`config.mk`:
```
export PLATFORM = sky130hd
export DESIGN_NAME = fifo_sync_flex
export DESIGN_NICKNAME = d
export VERILOG_FILES = /design/src/rtl/fifo_pkg.sv /design/src/rtl/fifo_sync_mem.sv /design/src/rtl/fifo_sync_flex.sv
export SDC_FILE = /design/constraint.sdc
export NUM_CORES = 1
export LEC_CHECK = 0
export CAP_MARGIN = 30
export CORE_ASPECT_RATIO = 0.9
export CORE_MARGIN = 8
export CORE_UTILIZATION = 58
export DETAILED_ROUTE_END_ITERATION = 8
export PLACE_DENSITY = 0.87
export SLEW_MARGIN = 20
export SYNTH_ARGS = -nofsm -noshare
export SYNTH_HDL_FRONTEND = slang
export SYNTH_SLANG_ARGS = --single-unit
```
`constraint.sdc`:
```
create_clock -name clk -period 3.85 [get_ports clk]
set_input_delay 0.385 -clock clk [delete_from_list [all_inputs] [get_ports clk]]
set_output_delay 0.385 -clock clk [all_outputs]
set_load 0.02 [all_outputs]
```
`src/rtl/fifo_pkg.sv`:
```
// Shared defaults and read-mode encoding for the synchronous FIFO.
// Latency: n/a (types and constants only).
// Backpressure: n/a.
package fifo_pkg;

    localparam int DATA_WIDTH = 8;
    localparam int ADDR_WIDTH = 2;

    // STD: registered read data one cycle after the pop.
    // FWFT: head word is shown as soon as the FIFO is non-empty.
    typedef enum logic {
        FIFO_STD  = 1'b0,
        FIFO_FWFT = 1'b1
    } fifo_mode_e;

endpackage

```
`src/rtl/fifo_sync_mem.sv`:
```
// Storage array for fifo_sync_flex: one write port, one read port shaped by MODE.
// Latency: write lands at the clk edge; read is 1 cycle (STD) or combinational (FWFT).
// Backpressure: none; the caller only issues accepted reads and writes.
module fifo_sync_mem
    import fifo_pkg::*;
#(
    parameter int         DATA_WIDTH = fifo_pkg::DATA_WIDTH,
    parameter int         ADDR_WIDTH = fifo_pkg::ADDR_WIDTH,
    parameter fifo_mode_e MODE       = FIFO_STD
) (
    input  logic                  clk,
    input  logic                  rst,
    input  logic                  wr_en,
    input  logic [ADDR_WIDTH-1:0] wr_addr,
    input  logic [DATA_WIDTH-1:0] wr_data,
    input  logic                  rd_en,
    input  logic [ADDR_WIDTH-1:0] rd_addr,
    output logic [DATA_WIDTH-1:0] rd_data
);

    localparam int DEPTH = 2 ** ADDR_WIDTH;

    logic [DATA_WIDTH-1:0] mem [0:DEPTH-1];

    // Storage is deliberately not reset; stale words are unreachable once pointers clear.
    always_ff @(posedge clk) begin
        if (wr_en) begin
            mem[wr_addr] <= wr_data;
        end
    end

    if (MODE == FIFO_STD) begin : g_std
        // Capture the head word on a pop; hold the last popped word otherwise.
        always_ff @(posedge clk) begin
            if (rst) begin
                rd_data <= '0;
            end else if (rd_en) begin
                rd_data <= mem[rd_addr];
            end
        end
    end else begin : g_fwft
        // rd_en here means "head is valid"; output is quiet when nothing is stored.
        assign rd_data = (rd_en && !rst) ? mem[rd_addr] : '0;
    end

endmodule

```
`src/rtl/fifo_sync_flex.sv`:
```
// Single-clock FIFO with selectable STD/FWFT read mode, threshold and sticky error flags.
// Latency: write visible 1 cycle later; STD read data 1 cycle after pop, FWFT head shown directly.
// Backpressure: writes rejected while full, reads rejected while empty; rejections set sticky flags.
module fifo_sync_flex
    import fifo_pkg::*;
#(
    parameter int         DATA_WIDTH    = fifo_pkg::DATA_WIDTH,
    parameter int         ADDR_WIDTH    = fifo_pkg::ADDR_WIDTH,
    parameter fifo_mode_e MODE          = FIFO_STD,
    parameter int         AFULL_THRESH  = 2 ** ADDR_WIDTH - 1,
    parameter int         AEMPTY_THRESH = 1
) (
    input  logic                  clk,
    input  logic                  rst,
    input  logic                  wr_en,
    input  logic [DATA_WIDTH-1:0] wr_data,
    input  logic                  rd_en,
    output logic [DATA_WIDTH-1:0] rd_data,
    output logic                  rd_valid,
    output logic                  full,
    output logic                  empty,
    output logic                  almost_full,
    output logic                  almost_empty,
    output logic [ADDR_WIDTH:0]   count,
    output logic                  overflow,
    output logic                  underflow,
    input  logic                  err_clr
);

    localparam int              DEPTH   = 2 ** ADDR_WIDTH;
    localparam logic [ADDR_WIDTH:0] PTR_ONE = {{ADDR_WIDTH{1'b0}}, 1'b1};
    localparam logic [ADDR_WIDTH:0] AF_TH   = AFULL_THRESH[ADDR_WIDTH:0];
    localparam logic [ADDR_WIDTH:0] AE_TH   = AEMPTY_THRESH[ADDR_WIDTH:0];

    if (!((AEMPTY_THRESH < AFULL_THRESH) && (AFULL_THRESH <= DEPTH))) begin : g_bad_thresh
        $error("fifo_sync_flex: thresholds must satisfy AEMPTY_THRESH < AFULL_THRESH <= depth");
    end

    // Extra MSB on each pointer tells a full FIFO apart from an empty one.
    logic [ADDR_WIDTH:0] wr_ptr;
    logic [ADDR_WIDTH:0] rd_ptr;
    logic                wr_acc;
    logic                rd_acc;
    logic                mem_rd_en;

    // Accept decisions use only the flags registered at the previous edge.
    assign wr_acc = wr_en & ~full;
    assign rd_acc = rd_en & ~empty;

    // Advance pointers on accepted requests; both may move in the same cycle.
    always_ff @(posedge clk) begin
        if (rst) begin
            wr_ptr <= '0;
            rd_ptr <= '0;
        end else begin
            if (wr_acc) begin
                wr_ptr <= wr_ptr + PTR_ONE;
            end
            if (rd_acc) begin
                rd_ptr <= rd_ptr + PTR_ONE;
            end
        end
    end

    // Flags are pure functions of the pointer registers, so no request reaches them combinationally.
    assign empty        = (wr_ptr == rd_ptr);
    assign full         = (wr_ptr[ADDR_WIDTH] != rd_ptr[ADDR_WIDTH]) &&
                          (wr_ptr[ADDR_WIDTH-1:0] == rd_ptr[ADDR_WIDTH-1:0]);
    assign count        = wr_ptr - rd_ptr;
    assign almost_full  = (count >= AF_TH);
    assign almost_empty = (count <= AE_TH);

    // Sticky error flags: a new rejection beats a coincident clear.
    always_ff @(posedge clk) begin
        if (rst) begin
            overflow  <= 1'b0;
            underflow <= 1'b0;
        end else begin
            overflow  <= (wr_en & full)  | (overflow  & ~err_clr);
            underflow <= (rd_en & empty) | (underflow & ~err_clr);
        end
    end

    if (MODE == FIFO_STD) begin : g_std
        assign mem_rd_en = rd_acc;
        // Valid pulse lines up with the registered read data.
        always_ff @(posedge clk) begin
            if (rst) begin
                rd_valid <= 1'b0;
            end else begin
                rd_valid <= rd_acc;
            end
        end
    end else begin : g_fwft
        assign mem_rd_en = ~empty;
        assign rd_valid  = ~empty;
    end

    fifo_sync_mem #(
        .DATA_WIDTH (DATA_WIDTH),
        .ADDR_WIDTH (ADDR_WIDTH),
        .MODE       (MODE)
    ) u_mem (
        .clk     (clk),
        .rst     (rst),
        .wr_en   (wr_acc),
        .wr_addr (wr_ptr[ADDR_WIDTH-1:0]),
        .wr_data (wr_data),
        .rd_en   (mem_rd_en),
        .rd_addr (rd_ptr[ADDR_WIDTH-1:0]),
        .rd_data (rd_data)
    );

endmodule

```
==> results of run 1 <==
## final timing paths
path / cells past startpoint / startpoint / to
max: 6 / rd_ptr[0] / almost_full
max reg2reg: 4 / rd_ptr[0] / u_mem.mem[1][5]
min reg2reg: 2 / underflow / underflow
min: 2 / underflow / underflow
## critical path, stage by stage (launching register included)
cell and delay (ns):
dfxtp_1 0.69, ha_1 0.24, inv_1 0.05, fa_1 0.37, xnor2_1 0.26, a21o_1 0.12
clkdlybuf4s50_1 0.60
## per-layer routing
layer	vias up	track usage, %	wire length [µm]
met4	0	7.52	82
met5	-	0	0
met3	7	3.74	247
met2	42	24.2	2040
li1	645	-	-
met1	678	19.9	1850
## flip-flops by register name (all words and copies together), names as in the netlist
name,count
u_mem.mem,32
wr_ptr,3
rd_valid,1
overflow,1
underflow,1
u_mem.rd_data,8
rd_ptr,3
## kinds of logic (layout without fill, tap and decap cells)
family / count (synthesis) / count (layout) / synth area share [%]
AND/OR/NAND/NOR: 26 / 26 / 6.88
buffers and inverters: 25 / 54 / 4.82
XOR/XNOR: 3 / 3 / 1.55
adder cells (fa/ha/maj): 8 / 8 / 4.93
multiplexers: 10 / 10 / 10.3
AO/OA/AOI/OAI: 31 / 31 / 11.9
flip-flops: 49 / 49 / 59.6
## power by group through the flow
stage	logic, W	clock network (W)	registers [W]
after floorplan	0.000295	0	0.000698
after global placement	0.000499	0	0.000677
after detailed placement	0.000516	0	0.000682
after CTS	0.000517	0.000432	0.000670
after global routing	0.000556	0.000452	0.000679
final	0.000514	0.000424	0.000670
## metrics by stage
| step | std cells | utilization [%] | setup slack (ns) |
|---|---|---|---|
| after floorplan | 152 | - | 1.58 |
| after global placement | 219 | 68.3 | 1.22 |
| after detailed placement | 219 | 68.3 | 1.17 |
| after CTS | 227 | 72.0 | 0.832 |
| after global routing | 227 | 72.0 | 0.641 |
| final | 227 | 72.0 | 0.841 |
## area by class of cell
| cell class | instances | area share [%] |
|---|---|---|
| clock buffers | 5 | 2.62 |
| clock inverters | 3 | 2.48 |
| inverters | 16 | 2.28 |
| multi-input cells | 78 | 29.5 |
| flip-flops and latches | 49 | 49.5 |
| well taps | 46 | 2.19 |
| repair buffers | 30 | 11.4 |
## layout by cell type, fill, tap and decap left out
cell type	Yosys	layout
mux4_1	6	6
edfxtp_1	32	32
inv_2	1	1
a32oi_1	2	2
xnor2_1	2	2
bufinv_16	0	2
nor2_1	7	7
clkinv_2	0	1
mux2_2	1	1
o2111ai_1	3	3
o211ai_1	6	6
clkbuf_8	0	5
nand4_1	2	2
xor2_2	1	1
nor3b_1	2	2
a21boi_1	2	2
or4bb_1	1	1
clkdlybuf4s50_1	0	30
o31ai_1	2	2
nand2_1	1	1
mux2_1	1	1
a311o_1	3	3
mux4_2	2	2
inv_1	15	15
nand2_2	1	1
o311ai_1	5	5
nor2b_1	2	2
fa_1	1	1
a21o_1	1	1
or3_1	4	4
and2_1	6	6
dfxtp_1	17	17
a211oi_1	1	1
o311ai_0	2	2
a211o_1	1	1
a21oi_1	1	1
ha_1	7	7
o211a_1	2	2
==> results.py, run 1 <==
metrics = {
    "outcome": {
        "status": "finished clean",
    },
    "timing": {
        "hold_viol_final": 0,
        "fin_skew_ns": 0.0131,
        "rsz0062_at_grt": "false",
        "period_share_pct": 78.2,
        "worst_pin_slew_ns": 0.878,
        "min_period_ns": 3.01,
        "slew_headroom_pct": 41.3,
        "whs_ns": 0.505,
        "finalSetupViolCount": 0,
        "finalSetupTns_ns": 0,
        "max_clock_freq_ghz": 0.332,
        "finalMaxSlewViolations": 0,
    },
    "floorplanning": {
        "die_h_um": 74.2,
        "core-area_um2": 3650,
        "die_width_um": 80.7,
        "placementRows": 21,
        "initial_core_util_pct": 59.7,
        "pin_count": 31,
        "dieArea_um2": 5980,
    },
    "min_path": {
        "hp-class": "register to register",
    },
    "synth": {
        "ys.flop_type": "edfxtp_1",
        "async_flop_share_pct": 0,
        "synth_seq_cells": 49,
        "syn_inst": 152,
        "syn_area_um2": 2180,
        "synth_nets": 173,
        "synth-edff-count": 32,
        "ys_top_cells_by_area": "edfxtp_1, dfxtp_1, mux4_1",
        "syn_avg_cell_area_um2": 14.4,
        "synth.most_common_cell": "edfxtp_1",
        "ys_seq_area_share_pct": 59.6,
        "ys_warn_count": 0,
        "yosys-top-cells-count": "edfxtp_1, dfxtp_1, inv_1",
        "yosys.area.top_type": "edfxtp_1",
        "synth_top_cell_area_share_pct": 44.0,
        "yosysUniqueCellTypes": 37,
    },
    "job": {
        "cap_violations": 0,
    },
    "placed_design": {
        "place_hpwl_um": 3100,
        "gp_congestion": 0.819,
        "portBuffers": 30,
        "place_area_um2": 2490,
    },
    "detailed_routing": {
        "totalWireLength_um": 4230,
        "dr.pass1.iters": 4,
        "via_per_inst": 6.04,
        "vias": 1372,
        "drcViolationCount": 0,
        "wl_per_cell_um": 18.6,
        "final_antenna_net_count": 0,
        "dr.first_iter.drc_count": 117,
    },
    "power_and_ir_drop": {
        "power_switching_w": 0.000488,
        "power.density_nw_per_um2": 612,
        "p_leak_nw": 0.931,
        "p_int_w": 0.00112,
        "total_power_w": 0.00161,
        "pwr-share-comb_pct": 32.0,
        "swShare_pct": 30.3,
        "seqPwrFrac_pct": 41.6,
        "peakVddDrop_uv": 362,
        "p_clk_share_pct": 26.4,
    },
    "worst_setup_path": {
        "crit_fanout": 12,
        "crit_arrival_ns": 2.62,
        "crit_type": "register to primary output",
        "crit_required_ns": 3.46,
        "rrSetupSlack_ns": 1.31,
        "endpoint_kind": "primary output",
        "startpoint_type": "register",
    },
    "clock_tree": {
        "cts_tree": "built",
        "clock_latency_ns": 0.30,
        "cts_sinks": 49,
        "clockRootBuffer": "clkbuf_8",
        "postCtsSetupRepairBufs": 0,
        "post_cts_resized": 0,
        "htreeDepth": 2,
        "clk_pin_slew_ns": 0.10,
        "ctsHoldBuffers": 0,
        "cts_buffers": 5,
        "clock_path_buffers": 2,
    },
    "cells_and_area": {
        "fin_area_um2": 2630,
        "fillers": 231,
        "seqCellArea_um2": 1300,
        "syn_to_final_growth_pct": 20.5,
        "drive_gt1_share_pct": 7.73,
        "layout.nets": 201,
        "insertedDiodeCount": 0,
        "multi_input_area_um2": 776,
    },
    "grt": {
        "grt_pass1_wl_um": 6990,
        "grt_pass1_vias": 1390,
        "overflow": 0,
        "grt_max_degree": 27,
        "track_usage_pct": 15.5,
        "antenna_found_initial": 0,
    },
}
No activity file was read; power rests on OpenSTA's default activity.
==> run 2: changes to the inputs <==
--- a/config.mk
+++ b/config.mk
@@ -8,9 +8,9 @@
 export CAP_MARGIN = 30
 export CORE_ASPECT_RATIO = 0.9
 export CORE_MARGIN = 8
-export CORE_UTILIZATION = 58
+export CORE_UTILIZATION = 53
 export DETAILED_ROUTE_END_ITERATION = 8
-export PLACE_DENSITY = 0.87
+export PLACE_DENSITY = 0.81
 export SLEW_MARGIN = 20
 export SYNTH_ARGS = -nofsm -noshare
 export SYNTH_HDL_FRONTEND = slang
==> constraint.sdc (replaced) <==
create_clock -name clk -period 3.09 [get_ports clk]
set_input_delay 0.309 -clock clk [delete_from_list [all_inputs] [get_ports clk]]
set_output_delay 0.309 -clock clk [all_outputs]
set_load 0.02 [all_outputs]
==> results.py, run 2 (same netlist as run 1, synthesis figures left out) <==
metrics = {
    "worst_setup_path": {
        "crit_type": "register to primary output",
        "endpoint_kind": "primary output",
        "worstPathCellList": "buf_4, inv_1, ha_1, and2_1, nand2_2, inv_2, clkdlybuf4s50_1",
        "r2r_end": "u_mem.mem[0][1]",
        "rr_startpoint": "rd_ptr[1]",
        "cp_top_family": "buffers and inverters",
        "slowest_stage": "clkdlybuf4s50_1",
        "crit_required_ns": 2.78,
        "crit_fanout": 10,
        "max_stage_delay_ns": 0.61,
        "timing.critical_path.buf_inv": 4,
        "startpoint_type": "register",
        "rr_worst_depth": 6,
        "crit_arrival_ns": 2.40,
        "cp-startpoint": "rd_ptr[1]",
        "rrSetupSlack_ns": 0.77,
    },
    "timing": {
        "finalMaxSlewViolations": 0,
        "rsz0062_at_grt": "false",
        "worst_pin_slew_ns": 0.614,
        "finalSetupTns_ns": 0,
        "max_clock_freq_ghz": 0.370,
        "fin_ws_ns": 0.384,
        "min_period_ns": 2.71,
        "whs_ns": 0.506,
        "fin_skew_ns": 0.00663,
        "hold_viol_final": 0,
        "slew_headroom_pct": 58.8,
        "period_share_pct": 87.6,
        "finalSetupViolCount": 0,
    },
    "detailed_routing": {
        "vias": 1356,
        "drcViolationCount": 0,
        "final_antenna_net_count": 0,
        "totalWireLength_um": 3960,
        "via_per_inst": 5.87,
        "dr.pass1.iters": 5,
        "dr.first_iter.drc_count": 75,
        "wl_per_cell_um": 17.1,
    },
    "min_path": {
        "hp-class": "register to register",
        "min_path_cells": 2,
        "hp-start": "underflow",
        "whs_endpoint": "underflow",
    },
    "clock_tree": {
        "htreeDepth": 2,
        "cts_buffers": 5,
        "clk_pin_slew_ns": 0.08,
        "cts_sinks": 49,
        "clock_path_buffers": 2,
        "ctsHoldBuffers": 0,
        "cts_tree": "built",
        "clockRootBuffer": "clkbuf_8",
        "clock_latency_ns": 0.31,
    },
    "power_and_ir_drop": {
        "power.density_nw_per_um2": 710,
        "p_leak_nw": 0.915,
        "peakVddDrop_uv": 391,
    },
    "job": {
        "cap_violations": 0,
    },
    "floorplanning": {
        "die_width_um": 83.6,
        "core-area_um2": 4020,
        "placementRows": 22,
        "pin_count": 31,
        "die_h_um": 76.9,
        "dieArea_um2": 6430,
        "initial_core_util_pct": 54.3,
    },
    "cells_and_area": {
        "drive_gt1_share_pct": 8.74,
        "layout_common_cells": "edfxtp_1, clkdlybuf4s50_1, dfxtp_1, inv_1",
        "mostFrequentLayoutCell": "edfxtp_1",
        "largest_reg_flops": 32,
        "layout.nets": 203,
        "largest_register": "u_mem.mem",
        "syn_to_final_growth_pct": 19.3,
        "insertedDiodeCount": 0,
        "reg_top3": "u_mem.mem x32, u_mem.rd_data x8",
    },
    "placed_design": {
        "portBuffers": 30,
        "place_hpwl_um": 2850,
        "gp_congestion": 0.768,
        "place_ws_ns": 0.477,
    },
    "grt": {
        "grt_max_degree": 19,
        "grt_pass1_vias": 1387,
        "overflow": 0,
        "grt_pass1_wl_um": 6620,
        "antenna_found_initial": 0,
        "track_usage_pct": 12.7,
    },
    "outcome": {
        "status": "finished clean",
    },
}
==> run 2: worst min-delay path: stages, from the launching register on <==
cell,delay (ns)
dfxtp_1,0.34
a32oi_1,0.06
nor2_1,0.08
==> run 2: stage by stage <==
| step | instance area, µm² | total power (W) | std cells | util (%) |
|---|---|---|---|---|
| 5_1_grt | 2600 | 0.00194 | 231 | 64.8 |
| 6_report | 2600 | 0.00185 | 231 | 64.8 |
| 3_3_place_gp | 2510 | 0.00148 | 223 | 62.5 |
| 3_5_place_dp | 2510 | 0.00150 | 223 | 62.5 |
| 2_1_floorplan | 2180 | 0.00124 | 152 | - |
| 4_1_cts | 2600 | 0.00186 | 231 | 64.7 |
==> run 2: timing repair <==
action                                  CTS  global route
buffers inserted                          0             0
endpoints found under the setup margin    0             1
resized for setup                         0             1
==> run 2: area by class of cell <==
cell class / count / area [µm²]
well taps: 48 / 60.1
multi-input cells: 78 / 776
inverters: 16 / 60.1
flip-flops and latches: 49 / 1300
repair buffers: 32 / 315
clock inverters: 2 / 16.3
fillers: 298 / 1420
clock buffers: 6 / 72.6
==> run 2: worst max path at each step <==
stage / end / slack [ns] / cells after the start
CTS: almost_full / 0.14 / 6
global placement: almost_full / 0.52 / 6
detailed placement: almost_full / 0.48 / 6
finish: empty / 0.38 / 7
floorplan: u_mem.mem[3][0] / 0.82 / 7
global route: almost_full / 0.23 / 6
==> run 2: per-layer routing <==
metal  vias to the layer above  global-route usage (%)  wire [µm]
met3                         5                    4.12        254
li1                        650                       -          -
met5                         -                       0          0
met4                         0                    5.69         65
met2                        38                    19.9       1890
met1                       663                    15.4       1750
==> run 2: report_power, final <==
part           switching (W)  internal (W)
clock               0.000211      0.000161
sequential         0.0000545      0.000774
combinational       0.000344      0.000305
